File: config.mk
export PLATFORM = sky130hd
export DESIGN_NAME = signed_shft_div_flat
export DESIGN_NICKNAME = d
export VERILOG_FILES = /design/src/rtl/signed_shft_div_pkg.sv /design/src/rtl/signed_shft_div_if.sv /design/src/rtl/signed_shft_div_step.sv /design/src/rtl/signed_shft_div.sv /design/src/flat_wrapper.sv
export SDC_FILE = /design/constraint.sdc
export NUM_CORES = 1
export LEC_CHECK = 0
export ABC_AREA = 1
export BUFFER_PORTS_ARGS = -buffer_cell sky130_fd_sc_hd__buf_2
export CAP_MARGIN = 10
export CORE_ASPECT_RATIO = 2
export CORE_MARGIN = 2
export CORE_UTILIZATION = 53
export CTS_BUF_LIST = sky130_fd_sc_hd__clkbuf_4
export DETAILED_ROUTE_END_ITERATION = 16
export PLACE_DENSITY = 0.78
export SYNTH_ARGS = -nofsm -noshare
export SYNTH_HDL_FRONTEND = slang
export SYNTH_SLANG_ARGS = --single-unit
File: constraint.sdc
create_clock -name clk -period 1.3 [get_ports clk]
set_input_delay 0.065 -clock clk [delete_from_list [all_inputs] [get_ports clk]]
set_output_delay 0.065 -clock clk [all_outputs]
set_load 0.02 [all_outputs]
File: src/rtl/signed_shft_div_pkg.sv
// Shared definitions for the sequential signed divider: state encoding,
// default widths and a conditional two's-complement negate helper.
package signed_div_pkg;

    localparam int N_DEF  = 4;
    localparam int DW_DEF = 2 * N_DEF;

    typedef enum logic [1:0] {
        IDLE = 2'd0,
        RUN  = 2'd1,
        FIX  = 2'd2,
        DZ   = 2'd3
    } state_t;

    // Callers zero-extend into 64 bits and truncate the result back; the low
    // bits of a negate are unaffected by the extension.
    function automatic logic [63:0] cond_neg(input logic neg, input logic [63:0] v);
        return neg ? (~v + 64'd1) : v;
    endfunction

endpackage

File: src/rtl/signed_shft_div_if.sv
// Start/done handshake bundle shared with the shift-add multiplier.
interface signed_shft_div_if #(
    parameter int N  = 4,
    parameter int DW = 2 * N
);
    logic [DW-1:0] a;
    logic [N-1:0]  b;
    logic          start;
    logic [DW-1:0] q;
    logic [N-1:0]  r;
    logic          done;
    logic          busy;
    logic          div0;
    logic          ovf;

    modport master (output a, b, start, input q, r, done, busy, div0, ovf);
    modport slave  (input a, b, start, output q, r, done, busy, div0, ovf);
endinterface

File: src/rtl/signed_shft_div_step.sv
// One restoring-division iteration: shift in a dividend bit, subtract the
// divisor magnitude when it fits.
module div_step #(
    parameter int N = 4
) (
    input  logic [N-1:0] rem_in,
    input  logic         dbit,
    input  logic [N-1:0] bmag,
    output logic [N-1:0] rem_out,
    output logic         qbit
);
    logic [N:0] shifted;

    // rem_in < bmag <= 2^(N-1), so the shifted value fits N+1 bits and the
    // restored remainder always fits back into N bits.
    always_comb begin
        shifted = {rem_in, dbit};
        qbit    = (shifted >= {1'b0, bmag});
        rem_out = qbit ? N'(shifted - {1'b0, bmag}) : shifted[N-1:0];
    end
endmodule

File: src/rtl/signed_shft_div.sv
// Sequential signed restoring divider: magnitudes are divided one quotient
// bit per clock, then signs are reapplied in a final fix-up cycle.
module signed_shft_div
    import signed_div_pkg::*;
#(
    parameter int N  = N_DEF,
    parameter int DW = 2 * N
) (
    input logic            clk,
    input logic            rst,
    signed_shft_div_if.slave bus
);
    localparam int CW = $clog2(DW);

    state_t        state_reg, state_next;
    logic [CW-1:0] cnt_reg, cnt_next;
    logic          sa_reg, sa_next, sb_reg, sb_next;
    logic [DW-1:0] dq_reg, dq_next;     // dividend shifts out the top, quotient fills the bottom
    logic [N-1:0]  bmag_reg, bmag_next;
    logic [N-1:0]  rem_reg, rem_next;
    logic [DW-1:0] q_reg, q_next;
    logic [N-1:0]  r_reg, r_next;
    logic          done_reg, done_next, busy_reg, busy_next;
    logic          div0_reg, div0_next, ovf_reg, ovf_next;
    logic [N-1:0]  step_rem;
    logic          step_qbit;

    div_step #(.N(N)) u_step (
        .rem_in (rem_reg),
        .dbit   (dq_reg[DW-1]),
        .bmag   (bmag_reg),
        .rem_out(step_rem),
        .qbit   (step_qbit)
    );

    always_ff @(posedge clk or posedge rst) begin
        if (rst) begin
            state_reg <= IDLE;
            cnt_reg   <= '0;
            sa_reg    <= 1'b0;
            sb_reg    <= 1'b0;
            dq_reg    <= '0;
            bmag_reg  <= '0;
            rem_reg   <= '0;
            q_reg     <= '0;
            r_reg     <= '0;
            done_reg  <= 1'b0;
            busy_reg  <= 1'b0;
            div0_reg  <= 1'b0;
            ovf_reg   <= 1'b0;
        end else begin
            state_reg <= state_next;
            cnt_reg   <= cnt_next;
            sa_reg    <= sa_next;
            sb_reg    <= sb_next;
            dq_reg    <= dq_next;
            bmag_reg  <= bmag_next;
            rem_reg   <= rem_next;
            q_reg     <= q_next;
            r_reg     <= r_next;
            done_reg  <= done_next;
            busy_reg  <= busy_next;
            div0_reg  <= div0_next;
            ovf_reg   <= ovf_next;
        end
    end

    always_comb begin
        state_next = state_reg;
        cnt_next   = cnt_reg;
        sa_next    = sa_reg;
        sb_next    = sb_reg;
        dq_next    = dq_reg;
        bmag_next  = bmag_reg;
        rem_next   = rem_reg;
        q_next     = q_reg;
        r_next     = r_reg;
        done_next  = 1'b0;
        busy_next  = busy_reg;
        div0_next  = div0_reg;
        ovf_next   = ovf_reg;
        case (state_reg)
            IDLE: begin
                if (bus.start) begin
                    sa_next    = bus.a[DW-1];
                    sb_next    = bus.b[N-1];
                    dq_next    = DW'(cond_neg(bus.a[DW-1], 64'(bus.a)));
                    bmag_next  = N'(cond_neg(bus.b[N-1], 64'(bus.b)));
                    rem_next   = '0;
                    cnt_next   = '0;
                    busy_next  = 1'b1;
                    div0_next  = 1'b0;
                    ovf_next   = 1'b0;
                    state_next = (bus.b == '0) ? DZ : RUN;
                end
            end
            RUN: begin
                rem_next = step_rem;
                dq_next  = {dq_reg[DW-2:0], step_qbit};
                cnt_next = cnt_reg + CW'(1);
                if (cnt_reg == CW'(DW - 1)) begin
                    state_next = FIX;
                end
            end
            FIX: begin
                q_next     = DW'(cond_neg(sa_reg ^ sb_reg, 64'(dq_reg)));
                r_next     = N'(cond_neg(sa_reg, 64'(rem_reg)));
                // A positive quotient with its top bit set is only -2^(DW-1) / -1.
                ovf_next   = ~(sa_reg ^ sb_reg) & dq_reg[DW-1];
                cnt_next   = '0;
                busy_next  = 1'b0;
                done_next  = 1'b1;
                state_next = IDLE;
            end
            DZ: begin
                q_next     = '0;
                r_next     = '0;
                div0_next  = 1'b1;
                busy_next  = 1'b0;
                done_next  = 1'b1;
                state_next = IDLE;
            end
            default: state_next = IDLE;
        endcase
    end

    assign bus.q    = q_reg;
    assign bus.r    = r_reg;
    assign bus.done = done_reg;
    assign bus.busy = busy_reg;
    assign bus.div0 = div0_reg;
    assign bus.ovf  = ovf_reg;
endmodule

File: src/flat_wrapper.sv
// flat-port wrapper written by rule: the top's interface ports become plain ports
module signed_shft_div_flat import signed_div_pkg::*;
#(
    parameter int N  = N_DEF,
    parameter int DW = 2 * N
)
  (clk, rst, bus_a, bus_b, bus_start, bus_q, bus_r, bus_done, bus_busy, bus_div0, bus_ovf);
  signed_shft_div_if #(.N(N), .DW(DW)) bus_i ();
  input logic clk;
  input logic rst;
  input wire logic [$bits(bus_i.a)-1:0] bus_a;
  input wire logic [$bits(bus_i.b)-1:0] bus_b;
  input wire logic [$bits(bus_i.start)-1:0] bus_start;
  output wire logic [$bits(bus_i.q)-1:0] bus_q;
  output wire logic [$bits(bus_i.r)-1:0] bus_r;
  output wire logic [$bits(bus_i.done)-1:0] bus_done;
  output wire logic [$bits(bus_i.busy)-1:0] bus_busy;
  output wire logic [$bits(bus_i.div0)-1:0] bus_div0;
  output wire logic [$bits(bus_i.ovf)-1:0] bus_ovf;
  assign bus_i.a = bus_a;
  assign bus_i.b = bus_b;
  assign bus_i.start = bus_start;
  assign bus_q = bus_i.q;
  assign bus_r = bus_i.r;
  assign bus_done = bus_i.done;
  assign bus_busy = bus_i.busy;
  assign bus_div0 = bus_i.div0;
  assign bus_ovf = bus_i.ovf;
  signed_shft_div #(.N(N), .DW(DW)) u_core (.clk(clk), .rst(rst), .bus(bus_i));
endmodule
# Yosys cells after proc, flatten, opt, wreduce, memory -nomap -nowiden
# Cells that the tools add are included.
# W data, S select, Z words.
[totals]
regBits = 39
output_inout_bits = 16
elab_cells = 72
[classes]
n_mux = 23
eq_ne = 6
add_sub_neg = 6
n_reduce_logical = 16
bitwise = 7
magnitude_cmp = 1
[op_table]
columns = ["cell", "n"]
rows = [
  ["$pmux W8 S2", 2],
  ["$mux W8", 3],
  ["$add A8 B1 Y8 const B", 2],
  ["$mux W4", 4],
  ["$not A8 Y8", 2],
  ["$pmux W4 S2", 2],
  ["$reduce_and A2 Y1", 7],
  ["$reduce_bool A2 Y1", 5],
  ["$pmux W3 S3", 1],
  ["$add A4 B1 Y4 const B", 2],
  ["$not A4 Y4", 2],
  ["$mux W2", 3],
  ["$pmux W1 S2", 3],
  ["$pmux W2 S3", 1],
  ["$ge A5 B4 Y1", 1],
  ["$eq A2 B2 Y1 const B", 2],
  ["$logic_not A4 Y1", 1],
  ["$sub A4 B4 Y4", 1],
  ["$add A3 B1 Y3 const B", 1],
  ["$eq A3 B3 Y1 const B", 1],
  ["$mux W1", 3],
  ["$mux W3", 1],
  ["$reduce_bool A3 Y1", 1],
  ["$eq A2 B1 Y1 const B", 1],
  ["7 further kinds", 7],
]

# Depth between registers and ports, before layout
[logic_depth]
word_depth = 5
ltp_mapped = 10

# Hierarchy
# From an unflattened synthesis, not the netlist that was laid out.
[unflattened]
hier_cells = 302
area_unflattened_um2 = 2303.5
[modules_own_cells]
columns = ["mod", "cells_per_inst", "n_inst", "area_per_inst_um2"]
rows = [
  ["signed_shft_div", 263, 1, 2049.5],
  ["div_step", 39, 1, 254.0],
]

# Worst setup path before layout
# OpenSTA, ideal clock, no wires.
[synth_path]
kind = "register -> register"
startpoint = "register u_core.dq_reg[7]"
endpoint = "register u_core.rem_reg[2]"
path_stages_with_launch = 9
synth_period_minus_slack_ns = 1.425
required_ns = 1.183
slack_ns = -0.125
arrival_ns = 1.308
path_cell_list = "dfrtp_1 inv_1 ha_1 inv_1 fa_1 xnor2_1 nand2_1 nand3_1 nand2_1"
[synth_via]
elab_chain_cells = 3
[synth_lines]
columns = ["element", "line_no", "source"]
rows = [
  ["from (decl)", "signed_shft_div.sv:18", "logic [DW-1:0] dq_reg, dq_next;"],
  ["from (signal assigned)", "signed_shft_div.sv:56", "dq_reg <= dq_next;"],
  ["$sub A4 B4 Y4 or $ge A5 B4 Y1 (tied branches)", "signed_shft_div_step.sv:19, signed_shft_div_step.sv:18", ""],
  ["$mux W4 *", "signed_shft_div_step.sv:19", "rem_out = qbit ? N'(shifted - {1'b0, bmag}) : shifted[N-1:0];"],
  ["$pmux W4 S2 *", "signed_shft_div.sv:82", "case (state_reg)"],
  ["to (signal assigned)", "signed_shft_div.sv:58", "rem_reg <= rem_next;"],
  ["to (decl)", "signed_shft_div.sv:20", "logic [N-1:0] rem_reg, rem_next;"],
]
# Mark *: on every way between the ends. The rest lies on a longest branch, timed or not.
# A chain may end at the register's enable or synchronous reset.

# Worst setup path in the final report
[layout_path]
startpoint = "register u_core.rem_reg[0]"
endpoint = "register u_core.rem_reg[2]"
[layout_via]
elab_chain_cells = 3
[layout_lines]
columns = ["element", "line_no"]
rows = [
  ["$sub A4 B4 Y4 or $ge A5 B4 Y1 (tied branches)", "signed_shft_div_step.sv:19, signed_shft_div_step.sv:18"],
  ["$mux W4 *", "signed_shft_div_step.sv:19"],
  ["$pmux W4 S2 *", "signed_shft_div.sv:82"],
]
# Marks and branches as above.

==> out/results.tsv <==
stage	metric	value	unit
critical_path	critPathLaunchType	flip-flop	
timing	skew	0.0109	ns
critical_path	crit_chain	buf_4 -> fa_2 -> xnor2_1 -> nand2_1 -> nand3_1 -> nand2_1	
critical_path	reg2reg_from	u_core.rem_reg[0]$_DFFE_PP0P_	
final_layout	drive_gt1_share	33.4	%
synthesis	syn-instance-count	276	
drt	postRouteAntennaNets	0	
cts	htreeDepth	2	
timing	grt_setup_unrepaired	true	
die	die_w	49.6	µm
timing	relSlewSlack	77.7	%
min_path	whs_endpoint	u_core.dq_reg[3]$_DFFE_PP0P_	
synthesis	synth_cell_type_count	35	
drt	drc	0	
place	dp.cells	379	
critical_path	path_common_cell	nand2_1	
die	num_io_pins	31	
global_route	grtUsageTotal	24.7	%
place	place.detailed.hpwl	3920	µm
cts	cts_tree	built	
power	cellPowerDensity	2680	nW/µm²
cts	worstSkewPairLatency	0.36	ns
die	dieHeight	95.2	µm
timing	setup_viol	5	
timing	worst_slack	-0.140	ns
power	p_total	7.84	mW
synthesis	yosys_register_bits	39	
cts	root_buffer	clkbuf_4	
final_layout	nets	375	
critical_path	crit_type	flip-flop to flip-flop	
power	peakVddDrop	0.00169	V
critical_path	critical_path_arrival	1.69	ns
critical_path	reg2reg_depth	6	
global_route	antenna_found_initial	0	
final_layout	fin_util	72.3	%
place	dpl_cell_area	2630	µm²
drt	num_vias	2078	
synthesis	synth_warnings	0	
die	initial_utilization	54.5	%
critical_path	cp_max_fo	3	
cts	cts.sinks	39	
final_layout	antennaDiodeCount	0	
critical_path	critical_path_buf_inv_count	1	
final_layout	final_common_cell	nand2_1	
synthesis	synth_area_per_cell	7.99	µm²
synthesis	syn_area	2210	µm²
timing	hold_violations	0	
die	die_area	4730	µm²
status	status	complete, but fails checks	
global_route	grt_overflow_total	0	
cts	cts_made_buffers	5	
die	fp-row-count	33	
drt	wl_per_cell	13.4	µm
critical_path	end_kind	flip-flop	
critical_path	r2r_end	u_core.rem_reg[2]$_DFFE_PP0P_	
critical_path	crit_path_top_delay_cell	dfrtp_1	
critical_path	cp.required	1.55	ns
min_path	hold_class	input port to flip-flop	
place	io_buffers	30	
critical_path	crit_path_max_incr_delay	0.43	ns
synthesis	syn-num-nets	302	
final_layout	final_cells	402	
synthesis	ys_seq_area_share	44.2	%
status	violations	negative setup slack	
power	cellLeakagePower	1.51	nW
timing	fin_crit_sh	111	%
timing	worst_pin_slew	0.334	ns
drt	drtPass1Iterations	4	
timing	finalCriticalPeriod	1.44	ns
global_route	grt_pass1_wl	8920	µm
flow_run	drv_cap	0	
critical_path	critPathTopFamily	flip-flops	
min_path	hold_path_startpoint	bus_a[3]	
final_layout	final_cell_area	2930	µm²
die	coreArea	4050	µm²
drt	drt-vias-per-instance	5.17	
place	place.gp.congestion	0.909	
global_route	grt_max_degree	26	
final_layout	synthToLayoutAreaGrowth	32.6	%
drt	wirelength	5390	µm
cts	clockBufferDepth	2	
timing	maxSlewViolCount	0	
final_layout	layout_common_cells	nand2_1 (68), dfrtp_1 (38), buf_4 (36)	
global_route	grt_pass1_vias	2041	
drt	drt_iter0_drc	47	
cts	path_clk_slew	0.13	ns
timing	max_freq	0.694	GHz
critical_path	cp-startpoint	u_core.rem_reg[0]$_DFFE_PP0P_	
final_layout	fillCellCount	346	
critical_path	regToRegSetupSlack	-0.14	ns
min_path	holdPathStages	3	
## report_power, final
| part | leakage, nW | internal (mW) | switching, mW |
|---|---|---|---|
| Sequential | 0.491 | 1.77 | 0.407 |
| Combinational | 0.980 | 2.12 | 2.72 |
| Clock | 0.0426 | 0.395 | 0.433 |
| Total | 1.51 | 4.28 | 3.56 |
## cells in the mapped netlist
cell type	n	area share, %
nand2_1	77	13
dfrtp_1	39	44
inv_1	35	6.0
o21ai_0	29	6.6
nand3_1	20	4.5
nor2_1	17	2.9
ha_1	10	5.7
a21oi_1	7	1.6
nor3_1	4	0.91
a22oi_1	3	1.0
o21ai_1	3	0.68
a22o_1	2	0.79
clkbuf_1	2	0.34
inv_2	2	0.34
nand2_2	2	0.57
nand4_1	2	0.57
nor2_4	2	1.0
o221ai_1	2	0.79
xor2_1	2	0.79
a21boi_0	1	0.34
a22oi_2	1	0.57
a32o_1	1	0.45
buf_2	1	0.23
buf_4	1	0.34
buf_8	1	0.68
fa_1	1	0.91
inv_8	1	0.51
nand2_4	1	0.51
nor2_2	1	0.28
nor2_8	1	0.91
o211ai_1	1	0.34
o211ai_2	1	0.57
o22ai_1	1	0.28
or2_2	1	0.28
xnor2_1	1	0.40
## worst max path at each step
stage                                     to  depth (start not counted)
6_report       u_core.rem_reg[2]$_DFFE_PP0P_                          6
4_1_cts        u_core.rem_reg[2]$_DFFE_PP0P_                          8
3_5_place_dp   u_core.rem_reg[2]$_DFFE_PP0P_                          8
5_1_grt        u_core.rem_reg[2]$_DFFE_PP0P_                          8
3_3_place_gp   u_core.rem_reg[2]$_DFFE_PP0P_                          8
2_1_floorplan  u_core.rem_reg[1]$_DFFE_PP0P_                          8
## layout make-up
cell class / count / area (µm²) / share of cell area (%)
clock buffer: 5 / 37.5 / 1.28
tap: 52 / 65.1 / 2.22
sequential: 39 / 977 / 33.4
clock inverter: 3 / 38.8 / 1.33
multi-input combinational: 194 / 1180 / 40.3
inverter: 38 / 158 / 5.39
timing repair buffer: 71 / 470 / 16.1
## cell families (layout without fill, tap and decap cells)
group | after synthesis | count (layout) | share of synthesized area, %
AOI/OAI and AO/OA | 52 | 52 | 14.0
xor gates and xnor gates | 3 | 3 | 1.19
adders and majority gates | 11 | 11 | 6.58
buffers and inverters | 43 | 117 | 8.39
DFF | 39 | 39 | 44.2
and+or+nand+nor | 128 | 128 | 25.6
## layer usage
layer / global-route usage (%) / part of all wire [%]
met5: 0 / 0
met1: 25.8 / 37
met4: 13.7 / 3.0
met2: 45.3 / 56
met3: 4.70 / 3.6
## worst reg2reg max path, cell delays in order (launching register included)
cell and delay (ns):
dfrtp_1 0.43, buf_4 0.17, fa_2 0.39, xnor2_1 0.16, nand2_1 0.07, nand3_1 0.07, nand2_1 0.06
## through the flow
step / setup slack [ns] / TNS, ns / hold slack [ns]
after floorplan: -0.0662 / -0.118 / 0.204
after global placement: -0.0685 / -0.203 / 0.0922
after detailed placement: -0.106 / -0.387 / 0.0930
after CTS: -0.119 / -0.358 / 0.0266
after global routing: -0.241 / -0.854 / 0.0530
final: -0.140 / -0.429 / 0.0253
## what timing repair did
| item | 4_1_cts | 5_1_grt |
|---|---|---|
| resized for setup | 3 | 28 |
| pin swaps | 4 | 14 |
| hold endpoints to repair | 42 | 0 |
| hold buffers | 5 | 0 |
| gates cloned | 0 | 0 |
| endpoints found under the setup margin | 6 | 20 |
| setup buffers | 3 | 7 |
Power figures use the tool's default switching activity.
